===== config.mk =====
export PLATFORM = sky130hd
export DESIGN_NAME = yz_sweep_ctrl
export DESIGN_NICKNAME = d
export VERILOG_FILES = /design/src/rtl/yz_sweep_ctrl.sv
export SDC_FILE = /design/constraint.sdc
export NUM_CORES = 1
export LEC_CHECK = 0
export CAP_MARGIN = 40
export CELL_PAD_IN_SITES_DETAIL_PLACEMENT = 1
export CELL_PAD_IN_SITES_GLOBAL_PLACEMENT = 1
export CORE_MARGIN = 4
export CORE_UTILIZATION = 38
export DETAILED_ROUTE_END_ITERATION = 7
export PLACE_DENSITY = 0.85
export SYNTH_ARGS = -nofsm -noshare
export SYNTH_HDL_FRONTEND = slang
export SYNTH_SLANG_ARGS = --single-unit

===== constraint.sdc =====
create_clock -name clk -period 2.2 [get_ports clk]
set_input_delay 0.44 -clock clk [delete_from_list [all_inputs] [get_ports clk]]
set_output_delay 0.44 -clock clk [all_outputs]
set_load 0.02 [all_outputs]

===== src/rtl/yz_sweep_ctrl.sv =====
// ============================================================================
//  Module      : yz_sweep_ctrl
//  Description : On-chip exerciser for the three-input Y/Z gate block.
//                Walks {a,b,c} through 0..7, lets each vector settle for
//                SETTLE_CYCLES, samples Y/Z and scores them against the
//                golden function, then reports a pass/fail verdict.
//  Revision    : 1.0  initial release
// ============================================================================
`default_nettype none

module yz_sweep_ctrl #(
    parameter int SETTLE_CYCLES = 2     // legal range 1..15
) (
    input  logic       clk,
    input  logic       rst,
    input  logic       start,
    input  logic       abort,
    input  logic       y_in,
    input  logic       z_in,
    output logic       a_out,
    output logic       b_out,
    output logic       c_out,
    output logic       busy,
    output logic       done,
    output logic       pass,
    output logic [3:0] err_count,
    output logic [7:0] fail_vec
);

    localparam logic [1:0] S_IDLE   = 2'd0;
    localparam logic [1:0] S_SETTLE = 2'd1;
    localparam logic [1:0] S_SAMPLE = 2'd2;
    localparam logic [1:0] S_DONE   = 2'd3;

    localparam logic [3:0] c_SETTLE_LAST = 4'(SETTLE_CYCLES - 1);

    logic [1:0] r_state;
    logic [1:0] w_state_next;
    logic [2:0] r_vec;
    logic [3:0] r_cnt;
    logic [3:0] r_err_count;
    logic [7:0] r_fail_vec;
    logic       r_pass;

    logic       w_y_exp;
    logic       w_z_exp;
    logic       w_mismatch;

    // Golden function: Z = (a&b&c)|b|c reduces to b|c.
    assign w_y_exp    = r_vec[2] | (r_vec[1] & r_vec[0]);
    assign w_z_exp    = r_vec[1] | r_vec[0];
    assign w_mismatch = (y_in != w_y_exp) || (z_in != w_z_exp);

    // State register.
    always_ff @(posedge clk) begin
        if (rst) begin
            r_state <= S_IDLE;
        end else begin
            r_state <= w_state_next;
        end
    end

    // Next-state logic; abort only matters while a sweep is running.
    always_comb begin
        w_state_next = r_state;
        case (r_state)
            S_IDLE: begin
                if (start) w_state_next = S_SETTLE;
            end
            S_SETTLE: begin
                if (abort)                       w_state_next = S_IDLE;
                else if (r_cnt == c_SETTLE_LAST) w_state_next = S_SAMPLE;
            end
            S_SAMPLE: begin
                if (abort)              w_state_next = S_IDLE;
                else if (r_vec == 3'd7) w_state_next = S_DONE;
                else                    w_state_next = S_SETTLE;
            end
            default: begin
                w_state_next = S_IDLE;
            end
        endcase
    end

    // Status outputs decoded from the current state.
    always_comb begin
        busy = (r_state == S_SETTLE) || (r_state == S_SAMPLE);
        done = (r_state == S_DONE);
    end

    // Datapath: vector, settle counter and scoring registers.
    // pass is loaded on the final sample edge so that it is valid together
    // with err_count/fail_vec in the done cycle.
    always_ff @(posedge clk) begin
        if (rst) begin
            r_vec       <= 3'd0;
            r_cnt       <= 4'd0;
            r_err_count <= 4'd0;
            r_fail_vec  <= 8'd0;
            r_pass      <= 1'b0;
        end else begin
            case (r_state)
                S_IDLE: begin
                    if (start) begin
                        r_vec       <= 3'd0;
                        r_cnt       <= 4'd0;
                        r_err_count <= 4'd0;
                        r_fail_vec  <= 8'd0;
                        r_pass      <= 1'b0;
                    end
                end
                S_SETTLE: begin
                    if (abort) begin
                        r_vec  <= 3'd0;
                        r_pass <= 1'b0;
                    end else begin
                        r_cnt <= r_cnt + 4'd1;
                    end
                end
                S_SAMPLE: begin
                    if (abort) begin
                        r_vec  <= 3'd0;
                        r_pass <= 1'b0;
                    end else begin
                        if (w_mismatch) begin
                            r_err_count       <= r_err_count + 4'd1;
                            r_fail_vec[r_vec] <= 1'b1;
                        end
                        if (r_vec == 3'd7) begin
                            r_pass <= !w_mismatch && (r_err_count == 4'd0);
                        end else begin
                            r_vec <= r_vec + 3'd1;
                            r_cnt <= 4'd0;
                        end
                    end
                end
                default: begin
                end
            endcase
        end
    end

    assign a_out     = r_vec[2];
    assign b_out     = r_vec[1];
    assign c_out     = r_vec[0];
    assign pass      = r_pass;
    assign err_count = r_err_count;
    assign fail_vec  = r_fail_vec;

endmodule

`default_nettype wire


==> impl_metrics.csv, run 1 <==
group,metric,value,unit
placed_design,port-buffer-count,23,
synth,yosys_warnings,0,
synth,synth_xor_area_frac,0.0139,
synth,synth-seq-cells,22,
synth,ys.flop_type,"dfxtp_1",
placed_design,placed_cell_area,1590,µm²
sta,worst_slew_pin_slew,0.788,ns
sta,tns,0,ns
synth,synthMuxAreaShare,0,
floorplanning,start_util,0.405,
setup_path,reg2reg_depth,6,
drt,first_pass_iters,4,
synth,synth-simple-area-share,0.209,
final_layout,diodes,0,
final_layout,multi_input_area,763,µm²
grt,track_usage,0.176,
setup_path,worstPathCellList,"inv_1, ha_1, clkdlybuf4s50_1",
final_layout,design_area,1620,µm²
setup_path,cp.required,1.76,ns
outcome,outcome,"finished clean",
job,maxCapViolations,0,
sta,period_needed,2.11,ns
drt,wl,3390,µm
setup_path,r2r_start,"r_state[0]",
synth,async_flop_share,0,
drt,vias,1207,
setup_path,cp_max_fo,4,
final_layout,seqCellArea,440,µm²
clock_network,cts_buffers,3,
sta,fin_crit_sh,0.957,
grt,grt_pass1_wl,5930,µm
drt,drtIter0Drc,30,
floorplanning,core_area,3100,µm²
min_path,hold-path-cell-count,1,
synth,synth_top_area_cell,"dfxtp_1",
setup_path,crit_type,"reg -> out",
final_layout,mostFrequentLayoutCells,"clkdlybuf4s50_1 (23), dfxtp_1 (22), a21oi_1 (17)",
grt,antenna_found_initial,0,
grt,grt_pass1_vias,1258,
clock_network,clk_latency,0.30,ns
synth,netlist.area_leader.share,0.350,
synth,post_synth.cell_area_avg,8.61,µm²
setup_path,cpPeakStageDelay,0.59,ns
synth,synth_top_family_by_area,"compound AO/OA/AOI/OAI gates",
synth,synth_edf_count,0,
clock_network,clockBufferDepth,2,
clock_network,clockRootBuffer,"clkbuf_4",
sta,slew_headroom,0.475,
sta,report.final.slew_viol_count,0,
power,p_leak,0.586,nW
synth,synthCells,146,
power,power,0.724,mW
final_layout,final_common_cell,"clkdlybuf4s50_1",
setup_path,crit_path_top_delay_cell,"clkdlybuf4s50_1",
setup_path,worstSetupEndpointType,"output port",
sta,finalClockSkew,0.00510,ns
sta,hold_viol_final,0,
final_layout,fillers,416,
power,vdd.ir_drop.worst,0.182,mV
final_layout,drive_above_1_share,0.102,
floorplanning,die_w,65.5,µm
synth,ys_top_cells_by_area,"dfxtp_1 (35%), ha_1 (12%), a21oi_1 (6.8%)",
sta,rsz0062_at_grt,"no",
floorplanning,rows,20,
placed_design,hpwl,2740,µm
synth,synth_compound_area_frac,0.257,
sta,hold_slack,0.477,ns
sta,finalSetupViolations,0,
placed_design,place.gp.congestion,0.842,
clock_network,cts_sinks,22,
setup_path,start_kind,"flop",
floorplanning,die-area,4290,µm²
grt,grt-ovfl-total,0,
drt,wire_per_inst,15.4,µm
floorplanning,ios,24,
min_path,hp-class,"reg -> reg",
clock_network,clk_pin_slew,0.12,ns
min_path,holdCritStartpoint,"fail_vec[7]",
synth,ys_seq_area_frac,0.350,
floorplanning,die_y,65.5,µm
synth,synth_nets,164,
drt,vias_per_cell,5.46,
power,p_per_area,446,nW/µm²
drt,drc,0,
clock_network,htree_levels,1,
drt,ant_nets,0,
setup_path,arrival,1.67,ns
final_layout,areaGrowthSynthToFinish,29.2,%
synth,yosysUniqueCellTypes,37,
final_layout,fin_nets,197,
sta,max_clock_freq,0.475,GHz
clock_network,cts_tree,"built",
grt,grt_max_degree,18,
synth,synth_adder_area_share,0.119,
synth,syn_area,1260,µm²
setup_path,startpoint,"r_state[1]",
[cells in the mapped netlist (2+ instances only)]
master      n
a2111oi_0   2
a21boi_0    2
a21oi_1    17
clkbuf_1    2
dfxtp_1    22
ha_1       12
inv_1      12
nand2_1    10
nand2b_1    4
nand3_1     9
nor2_1      3
nor2b_1     4
o2111ai_1   2
o211ai_1    5
o21a_1      8
o21ai_0     5
o21ai_1     2
or3_1       2
or4_1       4
xnor2_1     2
[timing repair]
item | 4_1_cts | 5_1_grt
buffers inserted | 0 | 0
hold buffers | 0 | 0
gates resized for setup | 0 | 2
setup endpoints to repair | 0 | 2
[state kept, by name (all words and copies together) (netlist names)]
register / cells
r_cnt: 4
pass: 1
err_count: 4
r_state: 2
r_vec: 3
fail_vec: 8
[metal layers]
layer | global-route usage | part of all wire | vias up
li1 | - | - | 597
met1 | 0.209 | 0.44 | 575
met2 | 0.321 | 0.50 | 28
met3 | 0.0256 | 0.040 | 7
met4 | 0.0544 | 0.016 | 0
met5 | 0 | 0 | -
[logic make-up after synthesis]
group,Yosys count
AOI/OAI and AO/OA,49
xor gates and xnor gates,2
adders and majority gates,12
buffers and inverters,16
DFF,22
and+or+nand+nor,45
[critical path, delay by kind of cell (launching register included)]
kind,cells,cell delay (ns)
flip-flops,1,0.41
buffers and inverters,2,0.68
adder cells (fa/ha/maj),1,0.27
[final timing paths]
kind         slack (ns)      endpoint
max                0.09          busy
min                0.48   fail_vec[7]
max reg2reg        0.24  err_count[2]
min reg2reg        0.48   fail_vec[7]
[per-stage QoR]
step	std cells	worst slack, ns	utilization
floorplan	146	0.171	-
global route	221	0.00748	0.523
finish	221	0.0943	0.523
detailed placement	218	0.0781	0.513
CTS	221	0.0781	0.520
global placement	218	0.155	0.513
[area by class of cell]
type | instances | share of cell area
flip-flops and latches | 22 | 0.271
clock buffers | 3 | 0.0139
well taps | 44 | 0.0339
multi-input cells | 108 | 0.470
inverters | 12 | 0.0277
repair buffers | 32 | 0.183
[power breakdown]
group	leakage (nW)	switching (mW)	total [mW]	internal, mW
registers	0.178	0.00534	0.409	0.404
clock network	0.0138	0.115	0.179	0.0639
logic	0.394	0.0812	0.135	0.0536
total	0.586	0.202	0.724	0.522
(Power assumes the default switching activity.)
==> run 2: changes to the inputs <==
--- a/config.mk
+++ b/config.mk
@@ -5,11 +5,12 @@
 export SDC_FILE = /design/constraint.sdc
 export NUM_CORES = 1
 export LEC_CHECK = 0
-export CAP_MARGIN = 40
+export CAP_MARGIN = 20
 export CELL_PAD_IN_SITES_DETAIL_PLACEMENT = 1
 export CELL_PAD_IN_SITES_GLOBAL_PLACEMENT = 1
-export CORE_MARGIN = 4
+export CORE_MARGIN = 2
 export CORE_UTILIZATION = 38
+export CTS_CLUSTER_DIAMETER = 120
 export DETAILED_ROUTE_END_ITERATION = 7
 export PLACE_DENSITY = 0.85
 export SYNTH_ARGS = -nofsm -noshare
==> run 2 against run 1 <==
  * Count of clock-buffer cells in the layout unchanged
  * Sequential power about the same
  * Clock power about the same
  * Maximum frequency up 1.2%
  * Register-to-register slack worse by 0.06 ns
  * Critical path depth unchanged
  * Largest power group unchanged
==> impl_metrics.csv, run 2 (synthesis gave the netlist of run 1 again) <==
group,metric,value,unit
outcome,outcome,"finished clean",
final_layout,final_common_cell,"clkdlybuf4s50_1",
min_path,holdCritStartpoint,"fail_vec[6]",
sta,rsz0062_at_grt,"no",
clock_network,ctsResizeCount,1,
floorplanning,die_w,61.5,µm
grt,grt_max_degree,12,
setup_path,crit_type,"reg -> out",
min_path,min_to,"fail_vec[6]",
floorplanning,die_y,61.5,µm
power,power,0.723,mW
power,p_sw_frac,0.275,
final_layout,multi_input_area,771,µm²
clock_network,clk_pin_slew,0.11,ns
clock_network,clockBufferDepth,2,
final_layout,mostFrequentLayoutCells,"clkdlybuf4s50_1 (23), dfxtp_1 (20), a21oi_1 (17)",
sta,period_needed,2.08,ns
sta,finalClockSkew,0.00174,ns
setup_path,arrival,1.64,ns
sta,max_clock_freq,0.481,GHz
drt,ant_nets,0,
grt,grt_pass1_wl,6000,µm
sta,hold_viol_final,0,
power,vdd.ir_drop.worst,0.230,mV
sta,report.final.slew_viol_count,0,
sta,tns,0,ns
final_layout,fillers,400,
power,p_sw,0.199,mW
clock_network,cts_sinks,22,
clock_network,clk_latency,0.30,ns
grt,grt_pass1_vias,1321,
setup_path,startpoint,"r_state[0]",
setup_path,reg2reg_depth,7,
clock_network,clockRootBuffer,"clkbuf_4",
min_path,hold-path-cell-count,1,
drt,first_pass_iters,4,
final_layout,drive_above_1_share,0.124,
final_layout,seqCellArea,443,µm²
grt,grt-ovfl-total,0,
job,maxCapViolations,0,
drt,drtIter0Drc,25,
drt,vias,1204,
sta,slew_headroom,0.516,
final_layout,utilization,0.529,
placed_design,place.gp.congestion,0.818,
power,intPower,0.524,mW
final_layout,areaGrowthSynthToFinish,30.5,%
placed_design,hpwl,2850,µm
setup_path,r2r-end,"err_count[3]",
floorplanning,rows,20,
grt,antenna_found_initial,0,
power,p_per_area,440,nW/µm²
sta,worst_slew_pin_slew,0.725,ns
clock_network,cts_hold_buf,0,
floorplanning,start_util,0.405,
final_layout,fin_nets,198,
floorplanning,core_area,3100,µm²
setup_path,r2r_start,"r_vec[0]",
final_layout,largest_register_ffs,8,
setup_path,cp.required,1.76,ns
sta,finalSetupViolations,0,
clock_network,cts_setup_buffers,0,
drt,drc,0,
power,p_comb_frac,0.190,
grt,track_usage,0.213,
drt,vias_per_cell,5.42,
power,p_seq_frac,0.567,
setup_path,r2r_slack,0.18,ns
clock_network,cts_buffers,3,
drt,wire_per_inst,16.0,µm
setup_path,cp_max_fo,4,
min_path,hp-class,"reg -> reg",
final_layout,diodes,0,
drt,wl,3540,µm
setup_path,start_kind,"flop",
clock_network,cts_tree,"built",
floorplanning,ios,24,
power,p_clk_frac,0.244,
clock_network,htree_levels,1,
setup_path,worstSetupEndpointType,"output port",
power,p_leak,0.598,nW
placed_design,port-buffer-count,23,
floorplanning,die-area,3790,µm²
sta,fin_crit_sh,0.946,
[run 2: layer usage]
metal,up-vias,GRT usage,wire (µm)
li1,598,-,-
met1,576,0.279,1610
met2,26,0.365,1780
met3,4,0.0273,125
met4,0,0.0638,29
met5,-,0,0
[run 2: worst max-delay path: stages, from the launching register on]
cell and delay (ns):
dfxtp_1 0.40, inv_1 0.08, ha_1 0.27, clkdlybuf4s50_1 0.59
[run 2: how the worst max path moves through the flow]
stage / slack [ns] / end
2_1_floorplan: 0.17 / err_count[3]
3_3_place_gp: 0.17 / fail_vec[0]
3_5_place_dp: -0.004 / fail_vec[0]
4_1_cts: 0.01 / fail_vec[0]
5_1_grt: 0.02 / busy
6_report: 0.12 / busy
[run 2: area by class of cell]
class,count,share of cell area
repair buffers,33,0.186
multi-input cells,108,0.470
inverters,12,0.0274
clock buffers,3,0.0137
well taps,44,0.0335
flip-flops and latches,22,0.270
[run 2: per-stage QoR]
stage / instance area [µm²] / hold slack [ns] / cells / setup slack, ns
2_1_floorplan: 1260 / 0.459 / 146 / 0.171
3_3_place_gp: 1600 / 0.449 / 219 / 0.168
3_5_place_dp: 1600 / 0.457 / 219 / -0.00447
4_1_cts: 1620 / 0.485 / 222 / 0.0141
5_1_grt: 1640 / 0.502 / 222 / 0.0204
6_report: 1640 / 0.482 / 222 / 0.120
[run 2: power by group through the flow]
stage	registers (mW)	clock network [mW]	logic (mW)
global route	0.411	0.201	0.152
finish	0.410	0.176	0.137
floorplan	0.421	0	0.0797
detailed placement	0.419	0	0.133
global placement	0.418	0	0.127
CTS	0.410	0.182	0.134
==> run 3: changes to the inputs <==
--- a/config.mk
+++ b/config.mk
@@ -5,14 +5,16 @@
 export SDC_FILE = /design/constraint.sdc
 export NUM_CORES = 1
 export LEC_CHECK = 0
+export ABC_AREA = 1
 export CAP_MARGIN = 20
 export CELL_PAD_IN_SITES_DETAIL_PLACEMENT = 1
 export CELL_PAD_IN_SITES_GLOBAL_PLACEMENT = 1
 export CORE_MARGIN = 2
-export CORE_UTILIZATION = 38
+export CORE_UTILIZATION = 37
 export CTS_CLUSTER_DIAMETER = 120
 export DETAILED_ROUTE_END_ITERATION = 7
-export PLACE_DENSITY = 0.85
+export PLACE_DENSITY = 0.86
+export REMOVE_ABC_BUFFERS = 1
 export SYNTH_ARGS = -nofsm -noshare
 export SYNTH_HDL_FRONTEND = slang
 export SYNTH_SLANG_ARGS = --single-unit
==> run 3 against run 2 <==
  * Cell count grew 27%
  * Register-to-register slack better by 0.18 ns
  * Clock power rose by 73%
  * Sequential power rose by 20%
  * Core utilization down 5.3 points
  * Critical endpoint unchanged
  * Largest power group is now combinational cells
  * Highest routed layer unchanged
==> impl_metrics.csv, run 3 <==
group,metric,value,unit
outcome,outcome,"finished clean",
floorplanning,core_area,3660,µm²
floorplanning,die_y,65.5,µm
power,p_comb_frac,0.387,
drt,drc,0,
drt,wl,3730,µm
synth,synth_adder_area_share,0.107,
synth,syn_area,1400,µm²
drt,drtIter0Drc,55,
synth,netlist.area_leader.share,0.314,
sta,period_needed,2.04,ns
final_layout,stdcell_count,281,
drt,vias,1404,
placed_design,hpwl,2670,µm
final_layout,fin_nets,252,
synth,ys_seq_area_frac,0.314,
floorplanning,ios,24,
setup_path,startpoint,"r_state[1]",
power,p_clk_frac,0.234,
final_layout,design_area,1740,µm²
final_layout,areaGrowthSynthToFinish,24.5,%
clock_network,ctsResizeCount,0,
min_path,hp-class,"reg -> reg",
setup_path,crit_path_top_delay_cell,"clkdlybuf4s50_1",
clock_network,clk_latency,0.27,ns
sta,slew_headroom,0.726,
final_layout,final_common_cell,"nand2_1",
clock_network,cts_sinks,22,
synth,yosys_warnings,0,
placed_design,place.gp.congestion,0.767,
setup_path,r2r_slack,0.36,ns
synth,synth_top_area_cell,"dfxtp_1",
floorplanning,rows,22,
synth,synth-seq-cells,22,
setup_path,worstPathCellList,"inv_1, ha_1, clkdlybuf4s50_1",
synth,ys_top_cells_by_count,"nand2_1 (39), nor2_1 (33), dfxtp_1 (22), inv_1 (22), a21oi_1 (21)",
placed_design,placed_cell_area,1680,µm²
final_layout,multi_input_area,811,µm²
placed_design,port-buffer-count,23,
floorplanning,start_util,0.383,
drt,first_pass_iters,4,
final_layout,seqCellArea,440,µm²
clock_network,clockRootBuffer,"clkbuf_8",
clock_network,cts_buffers,3,
grt,grt_pass1_wl,6280,µm
floorplanning,die-area,4300,µm²
grt,grt_pass1_vias,1416,
clock_network,cts_hold_buf,0,
drt,vias_per_cell,5.00,
sta,finalSetupViolations,0,
setup_path,cpPeakStageDelay,0.59,ns
final_layout,largest_register_ffs,8,
grt,track_usage,0.185,
synth,yosysUniqueCellTypes,23,
clock_network,htree_levels,1,
synth,ys.flop_type,"dfxtp_1",
setup_path,arrival,1.60,ns
sta,tns,0,ns
final_layout,diodes,0,
placed_design,dp.cells,277,
clock_network,clockBufferDepth,2,
power,intPower,0.824,mW
setup_path,r2r_start,"r_vec[1]",
synth,synthCells,208,
grt,grt_max_degree,25,
grt,grt-ovfl-total,0,
job,maxCapViolations,0,
drt,wire_per_inst,13.3,µm
power,p_sw_frac,0.367,
floorplanning,die_w,65.5,µm
sta,worst_slew_pin_slew,0.407,ns
power,p_sw,0.478,mW
synth,synth_edf_count,0,
synth,synth-simple-area-share,0.322,
setup_path,r2r-end,"err_count[2]",
final_layout,fillers,500,
sta,hold_viol_final,0,
setup_path,worstSetupEndpointType,"output port",
setup_path,cp.required,1.76,ns
setup_path,reg2reg_depth,10,
synth,ys_top_cells_by_area,"dfxtp_1 (31%), ha_1 (11%), nand2_1 (10%)",
setup_path,crit_end,"busy",
synth,synth_top_family_by_area,"simple AND/OR/NAND/NOR gates",
synth,post_synth.cell_area_avg,6.74,µm²
sta,hold_slack,0.515,ns
grt,antenna_found_initial,0,
power,vdd.ir_drop.worst,0.382,mV
synth,yosysMostFrequentCell,"nand2_1",
sta,report.final.slew_viol_count,0,
synth,synth_xor_area_frac,0.0125,
final_layout,mostFrequentLayoutCells,"nand2_1 (39), nor2_1 (33), clkdlybuf4s50_1 (23)",
setup_path,start_kind,"flop",
power,p_leak,0.761,nW
sta,finalClockSkew,0.00784,ns
power,p_per_area,746,nW/µm²
clock_network,cts_setup_buffers,0,
synth,synth_compound_area_frac,0.133,
power,p_seq_frac,0.379,
final_layout,utilization,0.476,
clock_network,clk_pin_slew,0.09,ns
drt,ant_nets,0,
sta,rsz0062_at_grt,"no",
synth,async_flop_share,0,
setup_path,crit_type,"reg -> out",
setup_path,cp_max_fo,4,
synth,synthMuxAreaShare,0,
final_layout,drive_above_1_share,0.0944,
sta,fin_crit_sh,0.927,
clock_network,cts_tree,"built",
sta,max_clock_freq,0.490,GHz
==> run 3: cell count changes after synthesis, sizes merged, moves of 5 or more <==
cell    before  now
o211ai       6    1
o21ai        7   14
inv         12   26
nor2         3   37
o21a         8    0
nand2       10   42
nand3        9   20
==> run 3: cell families after synthesis <==
| logic type | after synthesis |
|---|---|
| simple gates | 103 |
| compound gates | 36 |
| buf+inv | 33 |
| flops | 22 |
| fa+ha+maj | 12 |
| xor+xnor | 2 |
==> run 3: worst max-delay path, delay by kind of cell (launching register included) <==
family,cells,cell delay [ns]
DFF,1,0.39
buffers and inverters,2,0.67
adders and majority gates,1,0.27
==> run 3: how the worst min path moves through the flow <==
stage	endpoint	from	slack, ns	cells after the start
after floorplan	r_state[1]	r_state[1]	0.47	2
after global placement	fail_vec[4]	fail_vec[4]	0.49	2
after detailed placement	fail_vec[2]	fail_vec[2]	0.50	2
after CTS	r_state[0]	r_state[0]	0.53	2
after global routing	fail_vec[2]	fail_vec[2]	0.55	2
final	r_state[0]	r_state[0]	0.52	2
==> run 3: power groups by stage <==
stage	Combinational (mW)	Sequential [mW]	Clock (mW)
6_report	0.504	0.493	0.305
5_1_grt	0.556	0.501	0.327
4_1_cts	0.508	0.494	0.313
3_5_place_dp	0.500	0.502	0
3_3_place_gp	0.490	0.501	0
2_1_floorplan	0.254	0.546	0
==> run 3: routing by layer <==
| metal | GRT usage | vias up | routed length, µm |
|---|---|---|---|
| met2 | 0.320 | 23 | 1800 |
| met3 | 0.0240 | 4 | 115 |
| met1 | 0.236 | 665 | 1780 |
| met4 | 0.0599 | 0 | 29 |
| met5 | 0 | - | 0 |
| li1 | - | 712 | - |
==> run 3: cell type report <==
| class | instances | area share |
|---|---|---|
| Multi-Input combinational cell | 153 | 0.465 |
| Sequential cell | 22 | 0.253 |
| Timing Repair Buffer | 28 | 0.161 |
| Inverter | 26 | 0.0560 |
| Tap cell | 48 | 0.0344 |
| Clock buffer | 4 | 0.0316 |
==> run 3: through the flow <==
stage | setup slack [ns] | power, mW
final | 0.161 | 1.30
after global routing | 0.0939 | 1.38
after CTS | 0.149 | 1.31
after detailed placement | 0.251 | 1.00
after global placement | 0.295 | 0.991
after floorplan | 0.409 | 0.800
